**config.mk**
```make
export PLATFORM = sky130hd
export DESIGN_NAME = mixcol_ctrl
export DESIGN_NICKNAME = d
export VERILOG_FILES = /design/src/rtl/aes_mix_pkg.sv /design/src/rtl/mixcolumn_8.sv /design/src/rtl/mixcol_ctrl.sv
export SDC_FILE = /design/constraint.sdc
export NUM_CORES = 1
export LEC_CHECK = 0
export CAP_MARGIN = 40
export CORE_MARGIN = 2
export CORE_UTILIZATION = 35
export DETAILED_ROUTE_END_ITERATION = 7
export GPL_ROUTABILITY_DRIVEN = 0
export GPL_TIMING_DRIVEN = 1
export PLACE_DENSITY = 0.58
export SYNTH_ARGS = -nofsm -noshare
export SYNTH_HDL_FRONTEND = slang
export SYNTH_SLANG_ARGS = --single-unit
```
**constraint.sdc**
```tcl
create_clock -name clk -period 6 [get_ports clk]
set_input_delay 1.2 -clock clk [delete_from_list [all_inputs] [get_ports clk]]
set_output_delay 1.2 -clock clk [all_outputs]
set_load 0.05 [all_outputs]
```
**src/rtl/aes_mix_pkg.sv**
```systemverilog
// aes_mix_pkg: shared types and constants for the byte-serial MixColumns
// sequencer (mixcol_ctrl) and its datapath (mixcolumn_8).
//   mix_state_e  : sequencer states FILL / FEED / CAP
//   MIX_EN_*     : accumulator enable masks handed to mixcolumn_8
//   COL_BYTES    : bytes per state column
//   BLK_COLS     : columns per AES block
//   xtime()      : GF(2^8) multiply-by-2 with the AES polynomial
package aes_mix_pkg;

    typedef enum logic [1:0] {
        FILL = 2'd0,
        FEED = 2'd1,
        CAP  = 2'd2
    } mix_state_e;

    localparam logic [7:0] MIX_EN_FIRST = 8'h00;
    localparam logic [7:0] MIX_EN_ACC   = 8'hFF;

    localparam int COL_BYTES = 4;
    localparam int BLK_COLS  = 4;

    function automatic logic [7:0] xtime(input logic [7:0] b);
        return {b[6:0], 1'b0} ^ (b[7] ? 8'h1b : 8'h00);
    endfunction

endpackage

```
**src/rtl/mixcolumn_8.sv**
```systemverilog
// mixcolumn_8: byte-serial MixColumns datapath.
// One column byte per clock on din (byte 0 first). Four accumulators rotate
// each cycle and add a fixed GF multiple of din, so after four cycles each
// accumulator holds one row of the MixColumns product.
//   clk        : clock, rising edge
//   rst        : synchronous, active-high clear
//   din        : column byte
//   en         : mask on the rotated accumulator (00 on byte 0 starts a column)
//   dout0..3   : mixed column bytes, valid the cycle after the 4th din
module mixcolumn_8
    import aes_mix_pkg::*;
(
    input  logic       clk,
    input  logic       rst,
    input  logic [7:0] din,
    input  logic [7:0] en,
    output logic [7:0] dout0,
    output logic [7:0] dout1,
    output logic [7:0] dout2,
    output logic [7:0] dout3
);

    logic [7:0] acc_q [4];
    logic [7:0] din_x2;
    logic [7:0] din_x3;

    assign din_x2 = xtime(din);
    assign din_x3 = din_x2 ^ din;

    // A term entering slot p at byte k lands in slot p-(3-k); with slot
    // coefficients {1,1,3,2} this reproduces the circulant rows [2 3 1 1].
    always_ff @(posedge clk) begin
        if (rst) begin
            for (int i = 0; i < 4; i++) acc_q[i] <= 8'h00;
        end else begin
            acc_q[0] <= (acc_q[1] & en) ^ din;
            acc_q[1] <= (acc_q[2] & en) ^ din;
            acc_q[2] <= (acc_q[3] & en) ^ din_x3;
            acc_q[3] <= (acc_q[0] & en) ^ din_x2;
        end
    end

    assign dout0 = acc_q[0];
    assign dout1 = acc_q[1];
    assign dout2 = acc_q[2];
    assign dout3 = acc_q[3];

endmodule

```
**src/rtl/mixcol_ctrl.sv**
```systemverilog
// mixcol_ctrl: byte-serial sequencer around mixcolumn_8.
// Buffers one column from the input stream, feeds it to mixcolumn_8 in four
// back-to-back cycles, captures the mixed column and replays it on the
// output stream. Draining overlaps filling of the next column.
// Optional feature macro: AES_MIXCOL_BYPASS_EN (per-block unmixed pass-through).
//   clk, rst_n                   : clock, synchronous active-low reset
//   in_valid/in_ready/in_data    : column-major state byte stream
//   bypass                       : last-round flag, sampled at block start
//   out_valid/out_ready/out_data : mixed byte stream
//   out_last                     : marks byte 15 of a block
//   busy                         : not idle in FILL or output still pending
module mixcol_ctrl
    import aes_mix_pkg::*;
(
    input  logic       clk,
    input  logic       rst_n,
    input  logic       in_valid,
    output logic       in_ready,
    input  logic [7:0] in_data,
    input  logic       bypass,
    output logic       out_valid,
    input  logic       out_ready,
    output logic [7:0] out_data,
    output logic       out_last,
    output logic       busy
);

    mix_state_e state_q;
    logic [1:0] k_q;        // FEED byte index
    logic [1:0] fidx_q;     // byte index within the column being filled
    logic [1:0] icol_q;     // input column within the block
    logic [1:0] rd_q;       // obuf drain index
    logic [3:0] ocnt_q;     // output byte index within the block
    logic [7:0] ibuf_q [COL_BYTES];
    logic [7:0] obuf_q [COL_BYTES];
    logic       obuf_vld_q;
    logic       out_valid_q;
    logic       out_last_q;
    logic [7:0] out_data_q;

    logic [7:0] mix_din, mix_en;
    logic [7:0] dout [COL_BYTES];
    logic [7:0] cap_d [COL_BYTES];
    logic       in_fire, out_fire;
    logic [1:0] rd_nxt_d;

`ifdef AES_MIXCOL_BYPASS_EN
    logic byp_q;
`else
    logic unused_cfg;
    assign unused_cfg = bypass ^ (^icol_q);
`endif

    // The 4th byte of a column is held off while the previous column is
    // still draining, since FEED cannot stall once started.
    assign in_ready  = rst_n && (state_q == FILL) && !((fidx_q == 2'd3) && obuf_vld_q);
    assign in_fire   = in_valid && in_ready;
    assign out_fire  = out_valid_q && out_ready;
    assign rd_nxt_d  = rd_q + 2'd1;

    assign mix_din = (state_q == FEED) ? ibuf_q[k_q] : 8'h00;
    assign mix_en  = ((state_q == FEED) && (k_q != 2'd0)) ? MIX_EN_ACC : MIX_EN_FIRST;

    mixcolumn_8 u_mix (
        .clk   (clk),
        .rst   (~rst_n),
        .din   (mix_din),
        .en    (mix_en),
        .dout0 (dout[0]),
        .dout1 (dout[1]),
        .dout2 (dout[2]),
        .dout3 (dout[3])
    );

    always_comb begin
        for (int i = 0; i < COL_BYTES; i++) begin
`ifdef AES_MIXCOL_BYPASS_EN
            cap_d[i] = byp_q ? ibuf_q[i] : dout[i];
`else
            cap_d[i] = dout[i];
`endif
        end
    end

    always_ff @(posedge clk) begin
        if (!rst_n) begin
            state_q     <= FILL;
            k_q         <= 2'd0;
            fidx_q      <= 2'd0;
            icol_q      <= 2'd0;
            rd_q        <= 2'd0;
            ocnt_q      <= 4'd0;
            obuf_vld_q  <= 1'b0;
            out_valid_q <= 1'b0;
            out_last_q  <= 1'b0;
            out_data_q  <= 8'h00;
            for (int i = 0; i < COL_BYTES; i++) begin
                ibuf_q[i] <= 8'h00;
                obuf_q[i] <= 8'h00;
            end
`ifdef AES_MIXCOL_BYPASS_EN
            byp_q <= 1'b0;
`endif
        end else begin
            case (state_q)
                FILL: begin
                    if (in_fire) begin
                        ibuf_q[fidx_q] <= in_data;
`ifdef AES_MIXCOL_BYPASS_EN
                        if ((fidx_q == 2'd0) && (icol_q == 2'd0)) byp_q <= bypass;
`endif
                        if (fidx_q == 2'd3) begin
                            fidx_q  <= 2'd0;
                            icol_q  <= icol_q + 2'd1;
                            k_q     <= 2'd0;
                            state_q <= FEED;
                        end else begin
                            fidx_q <= fidx_q + 2'd1;
                        end
                    end
                end
                FEED: begin
                    k_q <= k_q + 2'd1;
                    if (k_q == 2'd3) state_q <= CAP;
                end
                CAP: begin
                    // obuf is known empty here, so no drain can coincide.
                    obuf_q      <= cap_d;
                    obuf_vld_q  <= 1'b1;
                    rd_q        <= 2'd0;
                    out_valid_q <= 1'b1;
                    out_data_q  <= cap_d[0];
                    out_last_q  <= (ocnt_q == 4'd15);
                    state_q     <= FILL;
                end
                default: state_q <= FILL;
            endcase

            if (out_fire) begin
                ocnt_q <= ocnt_q + 4'd1;
                if (rd_q == 2'd3) begin
                    out_valid_q <= 1'b0;
                    out_last_q  <= 1'b0;
                    obuf_vld_q  <= 1'b0;
                end else begin
                    rd_q       <= rd_nxt_d;
                    out_data_q <= obuf_q[rd_nxt_d];
                    out_last_q <= (ocnt_q == 4'd14);
                end
            end
        end
    end

    assign out_valid = out_valid_q;
    assign out_data  = out_data_q;
    assign out_last  = out_last_q;
    assign busy      = (state_q != FILL) || obuf_vld_q;

endmodule

```
==> results.txt, run 1 <==
The register-to-register setup slack was 3420 ps; the initial standard-cell utilization of the core was 35.6%. Entering global routing, the biggest net connects 62 pins. Slew at the pin closest to its max-slew limit: 777 ps.

Synthesis inferred 121 register bits. The routed wire length per instance was 13.2 um. The run gives 0 as the count of cells resized by post-cts repair. The worst path uses 66.2% of the clock period. Clock-pin slew was measured on the worst setup and hold paths at 60 ps.

Class of the most critical setup path: input port to primary output. Highest fanout seen on the critical path: 61. Number of input and output port buffers inserted: 23. The hold path startpoint is u_mix.acc_q[3][1]. The final layout contains 537 nets. The final route contains 3,325 vias. The setup clock skew after layout came out at 9.02 ps.

The logs give 6210 um for the detailed placer's ending HPWL and 25 for the boundary pin count. In this run, the number of DRC markers left after iteration 0 of detailed routing was 100. The run finished with clean final reports. The smallest clock period supported by the final layout is computed as 3970 ps.

For the count of unresolved DRC violations after routing, the log shows 0. The number of antenna violations at the first check in global routing is 0, and the max-slew violation count is 0. The filler cells instantiated in the layout total 1,484. Global routing used 13.0% of the available tracks across all layers. The number of antenna diodes in the final layout is 0.

For this design the static power due to leakage is 2.27 nW. For the peak ir drop on the vdd network, the log shows 197 uV. The total standard cell area after synthesis was 0.00537 sq mm; the layout overhead on the synthesized area was 18.4%. The number of stages on the worst hold path was 2. For this design, the CTS-stage hold fixing added 0 buffers. Based on the critical path, the design can be clocked at up to 252 MHz.

Prior to clock tree synthesis, the placed netlist has a worst setup slack of 2000 ps. Setup repair after global routing left no endpoint under its margin. The y dimension of the die was 128 um. The critical path capture point type is a primary output.

The number of global-route vias before repair came out at 3,404. For the site row count, the log shows 45. Worst hold path class: flop to flop. The first detailed-routing pass ran for 4 iterations. The ratio of cells with drive above 1 in the final layout is 12.6%. The startpoint type of the worst setup path is an input port. After floorplanning, the core was sized to cover 0.0151 sq mm. The number of warnings issued by yosys is 0. For the post-CTS repair timing setup buffer count, the log shows 0. The logs give 2030 ps for the worst setup margin and 4 for the depth of the CTS H-tree. The endpoint of the worst hold path is obuf_q[1]. The wire length of the first global-routing pass is 16,500 um, and the data required time at the worst endpoint is 4800 ps. In this run the critical register-to-register path is captured at ibuf_q[2][6]. The length in cells of the worst reg-to-reg path is 5. The post-synthesis cell count came out at 504.

The proportion of synthesized chip area in sequential cells was 51.1%. After detailed routing, the number of vias per cell comes to 4.62. For the maximum buffer depth of the clock tree, the log shows 2.

For this block, the routed nets add up to 9510 um of wire. TritonCTS built the clock tree. For the count of endpoints failing hold in the final timing report, the log shows 0. The tool flagged a number of max-cap violations equal to 0. The total setup violations reported at the end of the flow was 0; the full die area was 0.0163 sq mm.

Counting the buffers created by CTS gives 17. The buffer type at the clock tree root is sky130_fd_sc_hd__clkbuf_16. The die width is 128 um, and the average cell area after synthesis is 10.7 sq um. The run gives 410 ps as the clock latency on the worst-skew pair. The arrival time at the worst endpoint was 2770 ps; the post-route worst hold slack was 459 ps. The number of nets with antenna violations after routing was 0. The run gives 121 as the clock sink count.

The remaining max-slew budget at the tightest pin was 48.1%; the net count of the mapped netlist was 523. Summed over all layers, the global routing overflow is 0. In this run the power density over the cells is 322 mW/mm^2.

In this run, distinct cell masters in the synthesized netlist total 32. In this run the critical register-to-register path is launched from fidx_q[0]. Setup total negative slack on the finished layout was measured at 0 ps.
## critical path, stage by stage
cell,delay (ps)
sky130_fd_sc_hd__buf_2,70
sky130_fd_sc_hd__buf_4,450
sky130_fd_sc_hd__and3_1,240
sky130_fd_sc_hd__clkdlybuf4s50_1,800
## layout by cell type, fill, tap and decap left out, types with 3 or more instances in the layout
cell type | netlist | final
sky130_fd_sc_hd__a21boi_0 | 36 | 36
sky130_fd_sc_hd__and2_1 | 39 | 39
sky130_fd_sc_hd__buf_4 | 0 | 4
sky130_fd_sc_hd__bufinv_16 | 0 | 5
sky130_fd_sc_hd__clkbuf_16 | 0 | 17
sky130_fd_sc_hd__clkdlybuf4s50_1 | 0 | 22
sky130_fd_sc_hd__clkinv_4 | 0 | 5
sky130_fd_sc_hd__clkinvlp_4 | 0 | 3
sky130_fd_sc_hd__dfxtp_1 | 89 | 89
sky130_fd_sc_hd__edfxtp_1 | 32 | 32
sky130_fd_sc_hd__ha_1 | 6 | 6
sky130_fd_sc_hd__inv_1 | 3 | 3
sky130_fd_sc_hd__mux4_2 | 16 | 16
sky130_fd_sc_hd__nand2_1 | 88 | 88
sky130_fd_sc_hd__nand2b_1 | 12 | 12
sky130_fd_sc_hd__nand3_1 | 11 | 11
sky130_fd_sc_hd__nor2_1 | 38 | 38
sky130_fd_sc_hd__nor2b_1 | 26 | 25
sky130_fd_sc_hd__o211a_1 | 9 | 9
sky130_fd_sc_hd__o21ai_0 | 3 | 3
sky130_fd_sc_hd__xnor2_1 | 34 | 34
sky130_fd_sc_hd__xnor2_2 | 8 | 8
## layout make-up
| type | instances | area (sq um) | area share (%) |
|---|---|---|---|
| Tap cell | 188 | 235 | 3.70 |
| Timing Repair Buffer | 29 | 275 | 4.33 |
| Multi-Input combinational cell | 346 | 2440 | 38.4 |
| Sequential cell | 121 | 2740 | 43.1 |
| Inverter | 3 | 11.3 | 0.177 |
| Clock inverter | 15 | 226 | 3.56 |
| Clock buffer | 17 | 425 | 6.69 |
## synthesized netlist by cell type (all sizes together)
library cell,number,area share (%)
dfxtp,89,33
nand2,88,6.2
xnor2,42,8.0
and2,39,4.5
nor2,38,2.7
a21boi,36,5.0
edfxtp,32,18
clkbuf,26,1.8
nor2b,26,3.0
mux4,16,6.7
nand2b,12,1.4
nand3,11,1.0
o211a,9,1.7
buf,8,1.4
ha,6,1.4
inv,3,0.21
nor3b,3,0.51
o21ai,3,0.28
a211oi,2,0.28
and3,2,0.23
nand3b,2,0.28
nand4,2,0.23
o21a,2,0.28
or3,2,0.23
xor2,2,1.0
a221o,1,0.19
and4,1,0.16
nor3,1,0.093
## stage by stage
| stage | instances | util, % | total power, W | area, sq um |
|---|---|---|---|---|
| after CTS | 719 | 42.1 | 0.00207 | 6360 |
| after detailed placement | 687 | 37.8 | 0.000960 | 5700 |
| after global routing | 719 | 42.1 | 0.00212 | 6360 |
| after floorplan | 504 | - | 0.000943 | 5370 |
| final | 719 | 42.1 | 0.00205 | 6360 |
| after global placement | 685 | 37.7 | 0.000958 | 5680 |
## cell families (layout without fill, tap and decap cells)
logic type	count (synthesis)	after routing	synth area share [%]
XOR/XNOR	44	44	9.00
AO/OA/AOI/OAI	53	53	7.74
flip-flops	121	121	51.1
multiplexers	16	16	6.71
buffers and inverters	37	64	3.50
adder cells (fa/ha/maj)	6	6	1.40
AND/OR/NAND/NOR	227	227	20.6
## registers in the layout, indices dropped and copies added (netlist names), named ones only
register and flops:
fidx_q 2, ibuf_q 32, k_q 2, obuf_q 32
obuf_vld_q 1, ocnt_q 4, out_data 8, out_last 1
out_valid 1, rd_q 2, state_q 2, u_mix.acc_q 32
## metal layers
metal / global-route usage (%) / up-vias / share of wire (%)
met4: 5.11 / 0 / 1.7
met3: 3.88 / 13 / 3.2
met5: 0 / - / 0
li1: - / 1710 / -
met2: 21.8 / 39 / 48
met1: 15.7 / 1563 / 48
## where the power goes
part           switching [W]  internal (W)
Sequential        0.00000475      0.000851
Combinational      0.0000437     0.0000422
Clock               0.000371      0.000737
Total               0.000419       0.00163
## worst max-delay path by stage
stage	cells after the start	from	endpoint	slack, ps
6_report	4	rst_n	in_ready	2030
5_1_grt	4	rst_n	in_ready	1910
4_1_cts	4	rst_n	in_ready	2000
3_5_place_dp	4	rst_n	in_ready	2000
3_3_place_gp	4	rst_n	in_ready	2000
2_1_floorplan	2	rst_n	in_ready	2910
(Power assumes the default switching activity.)
==> run 2: changes to the inputs <==
==> constraint.sdc (replaced) <==
create_clock -name clk -period 4 [get_ports clk]
set_input_delay 0.8 -clock clk [delete_from_list [all_inputs] [get_ports clk]]
set_output_delay 0.8 -clock clk [all_outputs]
set_load 0.05 [all_outputs]
==> results.txt, run 2 (synthesized netlist as in run 1, its figures left out) <==
The logs give 9440 um (-0.81%) for the total routed wirelength and 0 (unchanged) for the number of max-cap violations. The signal on the critical path passes through ha_1 > nand2_1 > and3_1 > clkdlybuf4s50_1. Highest fanout seen on the critical path: 7 (-89%). The post-CTS clock slew at the launch and capture registers of the worst setup and hold paths is 50 ps (about the same), and the worst setup margin is 1080 ps (-948 ps). The largest registers in the layout are ibuf_q (32), obuf_q (32), u_mix.acc_q (32). Iteration count of the initial detailed-routing pass: 4 (unchanged).

The minimum clock period after layout is 2920 ps. The leakage power figure came out at 2.27 nW (-0.15%). CTS placed an instance of sky130_fd_sc_hd__clkbuf_16 at the clock tree root. For the vias after detailed routing, the log shows 3,360 (+1.1%). The data required time at the worst endpoint is 3200 ps (-1600 ps). The sum of internal, switching and leakage power was 0.00298 W (+45%); the first-iteration detailed-routing DRC count was 131 (+31%).

The logs give 0 (unchanged) for the count of endpoints failing hold in the final timing report and 303 uV (+53%) for the peak ir drop on the vdd network. The run gives 4 (unchanged) as the depth of the CTS H-tree. The startpoint type of the worst setup path is a flop. TritonCTS built the clock tree. The run gives 50.9% (+2.8 points) as the remaining max-slew budget at the tightest pin. The arrival time at the worst endpoint is 2120 ps (-650 ps). The post-place setup slack was 1050 ps (-952 ps). The count of unresolved DRC violations after routing came out at 0 (unchanged). The area growth from synthesis to layout is 18.2%. The total setup violations reported at the end of the flow came out at 0 (unchanged). The total negative setup slack is 0 ps (unchanged), and the setup clock skew after layout is 6.55 ps (-2.48 ps). The initial standard-cell utilization of the core is 35.6% (unchanged), and the maximum operating frequency is 342 MHz. The max-slew violation count is 0 (unchanged), and the power density relative to cell area is 469 mW/mm^2 (+46%).

The run gives 0 (unchanged) as the number of nets with antenna violations after routing. In the layout the commonest cells are sky130_fd_sc_hd__dfxtp_1, sky130_fd_sc_hd__nand2_1, sky130_fd_sc_hd__and2_1. The flow ran to the end, and the final reports show no timing, DRC or antenna violations. The number of buffers inserted by hold repair at cts was 0 (unchanged). The worst setup path is captured at a primary output. The logs give 25 (unchanged) for the boundary pin count and 0 (unchanged) for the leftover overflow at the end of global routing. The post-CTS repair timing setup buffer count is 0 (unchanged), and the clock sink count is 121 (unchanged). The y dimension of the die was 128 um (unchanged); the slew at the pin closest to its max-slew limit was 735 ps (-42.1 ps). The ratio of cells with drive above 1 in the final layout works out to 12.5% (-0.094 points). Layout filler cell count: 1,425 (-4.0%). The number of input and output port buffers inserted works out to 23 (unchanged). The wire length of the first global-routing pass was 16,400 um (-0.38%); the number of nets in the layout was 541 (+0.74%).

The multi-input combinational cell area was 0.00244 sq mm (unchanged). The routed wire length per instance is 13.0 um (-1.4%). The run gives 0 (unchanged) as the count of cells resized by post-cts repair. The stage delay of the slowest cell on the critical path is 790 ps (about the same), and the clock latency on the worst-skew pair is 410 ps (about the same). In this run the worst hold path is classified as flop to flop. Largest net degree at the start of global routing: 61 (-1.6%). Of the available clock period, the critical path in the final layout requires 73.0%. The run gives 17 (unchanged) as the number of buffers inserted during clock tree synthesis. For the standard cell core area, the log shows 0.0151 sq mm (unchanged). The class of the most critical setup path was flop to primary output.

The full die area is 0.0163 sq mm (unchanged), and the site row count is 45 (unchanged). The register area came out at 0.00274 sq mm (unchanged). The largest individual stage delay along the critical path comes from the cell sky130_fd_sc_hd__clkdlybuf4s50_1. The tools report the total routing resource utilization after global routing as 12.6% (-0.33 points).

The maximum buffer depth of the clock tree was 2 (unchanged). The number of antenna violations at the first check in global routing is 0 (unchanged). Setup repair after global routing left no endpoint under its margin. The detailed placer's ending HPWL came out at 6360 um (+2.5%). The number of global-route vias before repair came out at 3,386 (-0.53%). The most common cell after layout, fill and taps aside was sky130_fd_sc_hd__dfxtp_1.

Per-cell via count in the routed design: 4.65 (+0.49%). The run gives 0 (unchanged) as the antenna diode count. Die width: 128 um (unchanged).
[run 2: critical path, delay by kind of cell (launching register included)]
kind                       cells  cell delay, ps
adders and majority gates      1             290
DFF                            1             350
and+or+nand+nor                2             280
buffers and inverters          1             790
[run 2: worst paths after layout]
path	startpoint	endpoint	slack [ps]	depth (start not counted)
max	fidx_q[0]	in_ready	1080	4
min	obuf_q[4]	obuf_q[4]	460	2
max reg2reg	fidx_q[0]	ibuf_q[1][3]	1780	6
min reg2reg	obuf_q[4]	obuf_q[4]	460	2
[run 2: cell type report]
class / instances / share of cell area [%]
Clock inverter: 14 / 2.84
Inverter: 3 / 0.177
Sequential cell: 121 / 43.2
Tap cell: 188 / 3.71
Clock buffer: 18 / 6.76
Multi-Input combinational cell: 346 / 38.4
Timing Repair Buffer: 33 / 4.85
[run 2: power breakdown]
part | internal [W] | leakage, nW | total, W | switching, W
combinational | 0.0000648 | 0.934 | 0.000131 | 0.0000661
sequential | 0.00128 | 1.05 | 0.00128 | 0.00000635
clock | 0.00103 | 0.284 | 0.00156 | 0.000532
[run 2: stage by stage]
step / area (sq um) / util [%] / hold WS [ps] / cells
2_1_floorplan: 5370 / - / 436 / 504
3_3_place_gp: 5720 / 37.9 / 448 / 690
3_5_place_dp: 5740 / 38.0 / 457 / 691
4_1_cts: 6350 / 42.1 / 461 / 723
5_1_grt: 6350 / 42.1 / 482 / 723
6_report: 6350 / 42.1 / 461 / 723
[run 2: routing by layer]
metal	vias to the layer above	wire (um)	GRT usage, %	share of wire, %
met4	0	140	4.27	1.5
met1	1587	4760	16.6	50
met2	40	4260	20.1	45
li1	1720	-	-	-
met3	13	268	3.63	2.8
met5	-	0	0	0
